[src/rtl/alu_arbiter_if.sv]
// Request/response bundle between two ALU requesters and alu_arbiter.
// The master modport is the requester side; the slave modport is the arbiter side.
interface alu_arbiter_if #(
  parameter int N = 64
);
  logic         req0_valid;
  logic         req0_ready;
  logic [N-1:0] req0_a;
  logic [N-1:0] req0_b;
  logic [3:0]   req0_ctl;
  logic         req1_valid;
  logic         req1_ready;
  logic [N-1:0] req1_a;
  logic [N-1:0] req1_b;
  logic [3:0]   req1_ctl;
  logic         rsp0_valid;
  logic [N-1:0] rsp0_result;
  logic         rsp0_zero;
  logic         rsp1_valid;
  logic [N-1:0] rsp1_result;
  logic         rsp1_zero;
  logic         busy;

  modport master (
    output req0_valid, req0_a, req0_b, req0_ctl,
    output req1_valid, req1_a, req1_b, req1_ctl,
    input  req0_ready, req1_ready,
    input  rsp0_valid, rsp0_result, rsp0_zero,
    input  rsp1_valid, rsp1_result, rsp1_zero,
    input  busy
  );

  modport slave (
    input  req0_valid, req0_a, req0_b, req0_ctl,
    input  req1_valid, req1_a, req1_b, req1_ctl,
    output req0_ready, req1_ready,
    output rsp0_valid, rsp0_result, rsp0_zero,
    output rsp1_valid, rsp1_result, rsp1_zero,
    output busy
  );
endinterface

[src/rtl/alu_arbiter.sv]
// Round-robin sharing of one N-bit ALU between two requesters, with an
// operand register stage and a result register stage routed back by owner.
module alu_arbiter #(
  parameter int N = 64
) (
  input  logic clk,
  input  logic reset,
  alu_arbiter_if.slave bus
);

  logic         last;
  logic         s1_valid;
  logic         s1_owner;
  logic [N-1:0] s1_a;
  logic [N-1:0] s1_b;
  logic [3:0]   s1_ctl;
  logic         s2_valid;
  logic         s2_owner;
  logic [N-1:0] s2_result;
  logic         s2_zero;

  logic         grant0;
  logic         grant1;
  logic [N-1:0] alu_result;
  logic         alu_zero;

  // last==1 means requester 1 was granted most recently, so requester 0 wins a tie
  always_comb begin
    grant0 = !reset && bus.req0_valid && (!bus.req1_valid || last);
    grant1 = !reset && bus.req1_valid && (!bus.req0_valid || !last);
  end

  always_comb begin
    alu_result = '0;
    unique case (s1_ctl)
      4'b0000: alu_result = s1_a & s1_b;
      4'b0001: alu_result = s1_a | s1_b;
      4'b0010: alu_result = s1_a + s1_b;
      4'b0110: alu_result = s1_a - s1_b;
      default: alu_result = '0;
    endcase
    alu_zero = (alu_result == '0);
  end

  always_ff @(posedge clk) begin
    if (reset) begin
      last      <= 1'b1;
      s1_valid  <= 1'b0;
      s1_owner  <= 1'b0;
      s1_a      <= '0;
      s1_b      <= '0;
      s1_ctl    <= '0;
      s2_valid  <= 1'b0;
      s2_owner  <= 1'b0;
      s2_result <= '0;
      s2_zero   <= 1'b0;
    end else begin
      s1_valid <= grant0 | grant1;
      if (grant0) begin
        s1_owner <= 1'b0;
        s1_a     <= bus.req0_a;
        s1_b     <= bus.req0_b;
        s1_ctl   <= bus.req0_ctl;
        last     <= 1'b0;
      end else if (grant1) begin
        s1_owner <= 1'b1;
        s1_a     <= bus.req1_a;
        s1_b     <= bus.req1_b;
        s1_ctl   <= bus.req1_ctl;
        last     <= 1'b1;
      end
      s2_valid  <= s1_valid;
      s2_owner  <= s1_owner;
      s2_result <= alu_result;
      s2_zero   <= alu_zero;
    end
  end

  always_comb begin
    bus.req0_ready  = grant0;
    bus.req1_ready  = grant1;
    bus.rsp0_valid  = s2_valid && !s2_owner;
    bus.rsp1_valid  = s2_valid && s2_owner;
    bus.rsp0_result = s2_result;
    bus.rsp1_result = s2_result;
    bus.rsp0_zero   = s2_zero;
    bus.rsp1_zero   = s2_zero;
    bus.busy        = s1_valid | s2_valid;
  end

endmodule
[src/flat_wrapper.sv]
// flat-port wrapper written by rule: the top's interface ports become plain ports
module alu_arbiter_flat 
#(
  parameter int N = 64
)
  (clk, reset, bus_req0_valid, bus_req0_a, bus_req0_b, bus_req0_ctl, bus_req1_valid, bus_req1_a, bus_req1_b, bus_req1_ctl, bus_req0_ready, bus_req1_ready, bus_rsp0_valid, bus_rsp0_result, bus_rsp0_zero, bus_rsp1_valid, bus_rsp1_result, bus_rsp1_zero, bus_busy);
  alu_arbiter_if #(.N(N)) bus_i ();
  input  logic clk;
  input  logic reset;
  input wire logic [$bits(bus_i.req0_valid)-1:0] bus_req0_valid;
  input wire logic [$bits(bus_i.req0_a)-1:0] bus_req0_a;
  input wire logic [$bits(bus_i.req0_b)-1:0] bus_req0_b;
  input wire logic [$bits(bus_i.req0_ctl)-1:0] bus_req0_ctl;
  input wire logic [$bits(bus_i.req1_valid)-1:0] bus_req1_valid;
  input wire logic [$bits(bus_i.req1_a)-1:0] bus_req1_a;
  input wire logic [$bits(bus_i.req1_b)-1:0] bus_req1_b;
  input wire logic [$bits(bus_i.req1_ctl)-1:0] bus_req1_ctl;
  output wire logic [$bits(bus_i.req0_ready)-1:0] bus_req0_ready;
  output wire logic [$bits(bus_i.req1_ready)-1:0] bus_req1_ready;
  output wire logic [$bits(bus_i.rsp0_valid)-1:0] bus_rsp0_valid;
  output wire logic [$bits(bus_i.rsp0_result)-1:0] bus_rsp0_result;
  output wire logic [$bits(bus_i.rsp0_zero)-1:0] bus_rsp0_zero;
  output wire logic [$bits(bus_i.rsp1_valid)-1:0] bus_rsp1_valid;
  output wire logic [$bits(bus_i.rsp1_result)-1:0] bus_rsp1_result;
  output wire logic [$bits(bus_i.rsp1_zero)-1:0] bus_rsp1_zero;
  output wire logic [$bits(bus_i.busy)-1:0] bus_busy;
  assign bus_i.req0_valid = bus_req0_valid;
  assign bus_i.req0_a = bus_req0_a;
  assign bus_i.req0_b = bus_req0_b;
  assign bus_i.req0_ctl = bus_req0_ctl;
  assign bus_i.req1_valid = bus_req1_valid;
  assign bus_i.req1_a = bus_req1_a;
  assign bus_i.req1_b = bus_req1_b;
  assign bus_i.req1_ctl = bus_req1_ctl;
  assign bus_req0_ready = bus_i.req0_ready;
  assign bus_req1_ready = bus_i.req1_ready;
  assign bus_rsp0_valid = bus_i.rsp0_valid;
  assign bus_rsp0_result = bus_i.rsp0_result;
  assign bus_rsp0_zero = bus_i.rsp0_zero;
  assign bus_rsp1_valid = bus_i.rsp1_valid;
  assign bus_rsp1_result = bus_i.rsp1_result;
  assign bus_rsp1_zero = bus_i.rsp1_zero;
  assign bus_busy = bus_i.busy;
  alu_arbiter #(.N(N)) u_core (.clk(clk), .reset(reset), .bus(bus_i));
endmodule
[config.mk]
export PLATFORM = sky130hd
export DESIGN_NAME = alu_arbiter_flat
export DESIGN_NICKNAME = d
export VERILOG_FILES = /design/src/rtl/alu_arbiter_if.sv /design/src/rtl/alu_arbiter.sv /design/src/flat_wrapper.sv
export SDC_FILE = /design/constraint.sdc
export NUM_CORES = 1
export LEC_CHECK = 0
export CORE_MARGIN = 3
export CORE_UTILIZATION = 45
export CTS_CLUSTER_SIZE = 28
export DETAILED_ROUTE_END_ITERATION = 10
export HOLD_SLACK_MARGIN = 0.1
export PLACE_DENSITY = 0.76
export SYNTH_ARGS = -nofsm -noshare
export SYNTH_HDL_FRONTEND = slang
export SYNTH_SLANG_ARGS = --single-unit
export TNS_END_PERCENT = 100
[constraint.sdc]
create_clock -name clk -period 7.19 [get_ports clk]
set_input_delay 1.438 -clock clk [delete_from_list [all_inputs] [get_ports clk]]
set_output_delay 1.438 -clock clk [all_outputs]
set_load 0.005 [all_outputs]
==> results by group <==
Run status
  • Status: finished, final reports clean

Critical path
  • Crit start category: flop
  • Req. time, crit path: roughly 7600 ps
  • Arrival time at the worst endpoint: roughly 7100 ps
  • Critical path fanouts, max: 10
  • Critical Path Start: u_core.s1_b[9]
  • Setup slack, reg-to-reg: 580 ps
  • FF-to-FF Start: u_core.s1_b[9]
  • Worst Reg-to-Reg Cells: 23
  • Setup CP Type: flop to flop
  • Crit. End Element: flop

Route
  • DRC violations left: 0
  • First-pass detailed-route iteration total: 6
  • Drt via density: ~6.3
  • Vias: approximately 16,000
  • Initial DRC Count: ~1,700
  • DR WL/cell: 23.57 um
  • Routed Antenna Nets: 0
  • Total routed wirelength: around 60,000 um

Power
  • Pwr dens: approximately 200 nW/um^2
  • Peak supply drop: between 150 and 200 uV
  • Lkg Pwr: around 7.1 nW

Die
  • Number of I/O pins: 403
  • Row cnt: 65
  • Core area: ~32,000 sq um
  • Die area: 34,620 sq um
  • Initial Utilization: 46.00%
  • Die H: between 150 and 200 um
  • Die extent in x: 186.1 um

Place
  • Port Buf Inserts: roughly 400
  • Dpl cells: around 2,500
  • Hpwl dp: between 40,000 and 50,000 um
  • GP Congestion: 1.029

STA
  • Fmax: 0.1513 GHz
  • Final setup fails: 0
  • Final hold slack: ~470 ps
  • Final-report hold violation count: 0
  • Setup TNS: 0 ps
  • Worst slew pin tran: about 870 ps
  • Slew Viols, Final: 0
  • Slew headroom: between 40% and 50%
  • Final min period: approximately 6600 ps
  • RSZ-0062 raised after global routing: false
  • Period Utilization, post-route: between 90% and 100%
  • Clock Skew: approximately 28 ps

Global routing
  • First-pass GRT wire length: between 80,000 and 90,000 um
  • Total gr overflow: 0
  • Vias in the first global route: around 15,000
  • Pin count of the biggest net entering global routing: between 70 and 80
  • Gr usage total: between 30% and 40%
  • Antenna violations before repair: 0

Finish
  • Most common cell after layout, fill and taps aside: clkdlybuf4s50_1
  • N_diodes: 0
  • Area of the multi-input gates: 9424 sq um
  • Nets@finish: 2,504
  • Register area: approximately 4000 sq um
  • FILL cells: just under 3,000
  • Most frequent cells in the layout: clkdlybuf4s50_1, nand2_1, a21oi_1
  • Area Overhead vs Synth: 31.09%
  • Share of layout cells above drive strength 1: under 10%
  • Non-filler instance count after layout: roughly 2,600

Yosys
  • Synth Flop Type: dfxtp_1
  • Post-synth EDFFs: 0
  • Synth warn: 0
  • Post-synth ARST share: 0%
  • Net Count, Synth: approximately 2,300
  • Syn Inst Count: a little under 2,000
  • Mean post-synth cell area: roughly 7.6 sq um
  • Seq/Total Area, Yosys: ~28%
  • Synth Register Bits: between 200 and 250
  • Synth unique cells: between 70 and 80
  • Mapped cell area: between 10,000 and 15,000 sq um

Clock tree
  • Clock sinks: ~200
  • Worst-path clk slew: ~70 ps
  • TritonCTS clock tree: yes
  • H-tree depth: 1
  • Root Buffer: clkbuf_16
  • Worst-case clock buffer depth: 3
  • Setup Buffers After CTS: 0
  • Clock Latency Late Sink: 550 ps
  • TritonCTS buffer count: 22

Min path
  • Hold WC Path Type: flop to flop
  • Min-delay src: u_core.s1_valid
  • Worst Hold Depth: 1

Flow run
  • Maxcap violations: 0
-- critical path: stages (launching register included) --
cell       delay (ps)
dfxtp_1           380
or4_1             630
nand4b_1          330
or2_2             400
nor2_1            110
buf_4             170
nor4b_1           250
buf_4             190
nand3_1           110
o41ai_1           430
xor2_1            160
ha_1              530
nand2_1            90
o211a_1           240
o21ai_0           430
nand2_1           150
a41oi_1           230
o31ai_1           100
a31o_2            220
a41oi_1           390
nand3_1           130
a2111oi_0         320
nand4_1           230
nor4_2            270
-- cell families (layout without fill, tap and decap cells) --
logic type / after synthesis / in the layout / share of synthesized area [%]
AO/OA/AOI/OAI: 669 / 669 / 29.10
multiplexers: 4 / 4 / 0.2744
flip-flops: 202 / 202 / 27.72
AND/OR/NAND/NOR: 581 / 581 / 18.25
buffers and inverters: 233 / 487 / 7.924
adder cells (fa/ha/maj): 125 / 125 / 9.776
XOR/XNOR: 116 / 116 / 6.963
-- layout make-up --
class,instances,share of cell area [%]
clock buffers,31,3.533
clock inverters,8,0.9944
inverters,22,0.4318
multi-input cells,1495,49.27
flip-flops and latches,202,21.15
well taps,402,2.630
repair buffers,426,21.99
-- what timing repair did --
action	4_1_cts	5_1_grt
setup endpoints to repair	0	1
hold endpoints to repair	0	0
hold buffers	0	0
gates resized for setup	0	1
-- path summary, 6_finish.rpt --
check,endpoint
max,u_core.bus.rsp0_zero
min,u_core.s2_valid
max reg2reg,u_core.bus.rsp0_zero
min reg2reg,u_core.s2_valid
-- where the power goes --
group	internal [mW]	total (mW)	switching, mW
Clock	0.865	1.35	0.486
Sequential	1.19	1.29	0.103
Combinational	0.502	1.17	0.672
-- Yosys cell counts, types with 51 or more instances --
cell type | instances | area (sq um)
a22oi_1 | 169 | 1269
clkbuf_1 | 123 | 461.7
nor2_1 | 129 | 484.2
ha_1 | 66 | 825.8
dfxtp_1 | 202 | 4044
nand2_1 | 268 | 1006
maj3_1 | 58 | 580.6
xor2_1 | 51 | 446.7
o21ai_0 | 70 | 350.3
xnor2_1 | 65 | 569.3
a21oi_1 | 263 | 1316
buf_4 | 66 | 495.5
-- through the flow --
step	power [mW]	area [sq um]	setup WS, ps	utilization, %
after floorplan	1.981	14590	706.1	-
after global placement	2.440	18250	599.8	57.55
after detailed placement	2.450	18250	685.2	57.55
after CTS	3.792	19120	615.7	60.28
after global routing	3.959	19130	196.0	60.30
final	3.816	19130	581.0	60.30
-- layer usage --
metal,vias to the layer above,routed length (um),global-route usage (%)
li1,7451,-,-
met1,7704,28020,51.17
met2,937,25390,48.49
met3,87,6462,7.641
met4,0,1073,5.868
met5,-,0,0
-- sequential cells by signal, indices dropped and copies added (netlist names) --
register and count:
u_core.last 1, u_core.s1_valid 1, u_core.s2_owner 1, u_core.s1_a 64
u_core.bus.rsp0_result 64, u_core.s2_valid 1, u_core.s1_ctl 4, u_core.s1_b 64
u_core.s1_owner 1, u_core.bus.rsp0_zero 1
Power figures use the tool's default switching activity.
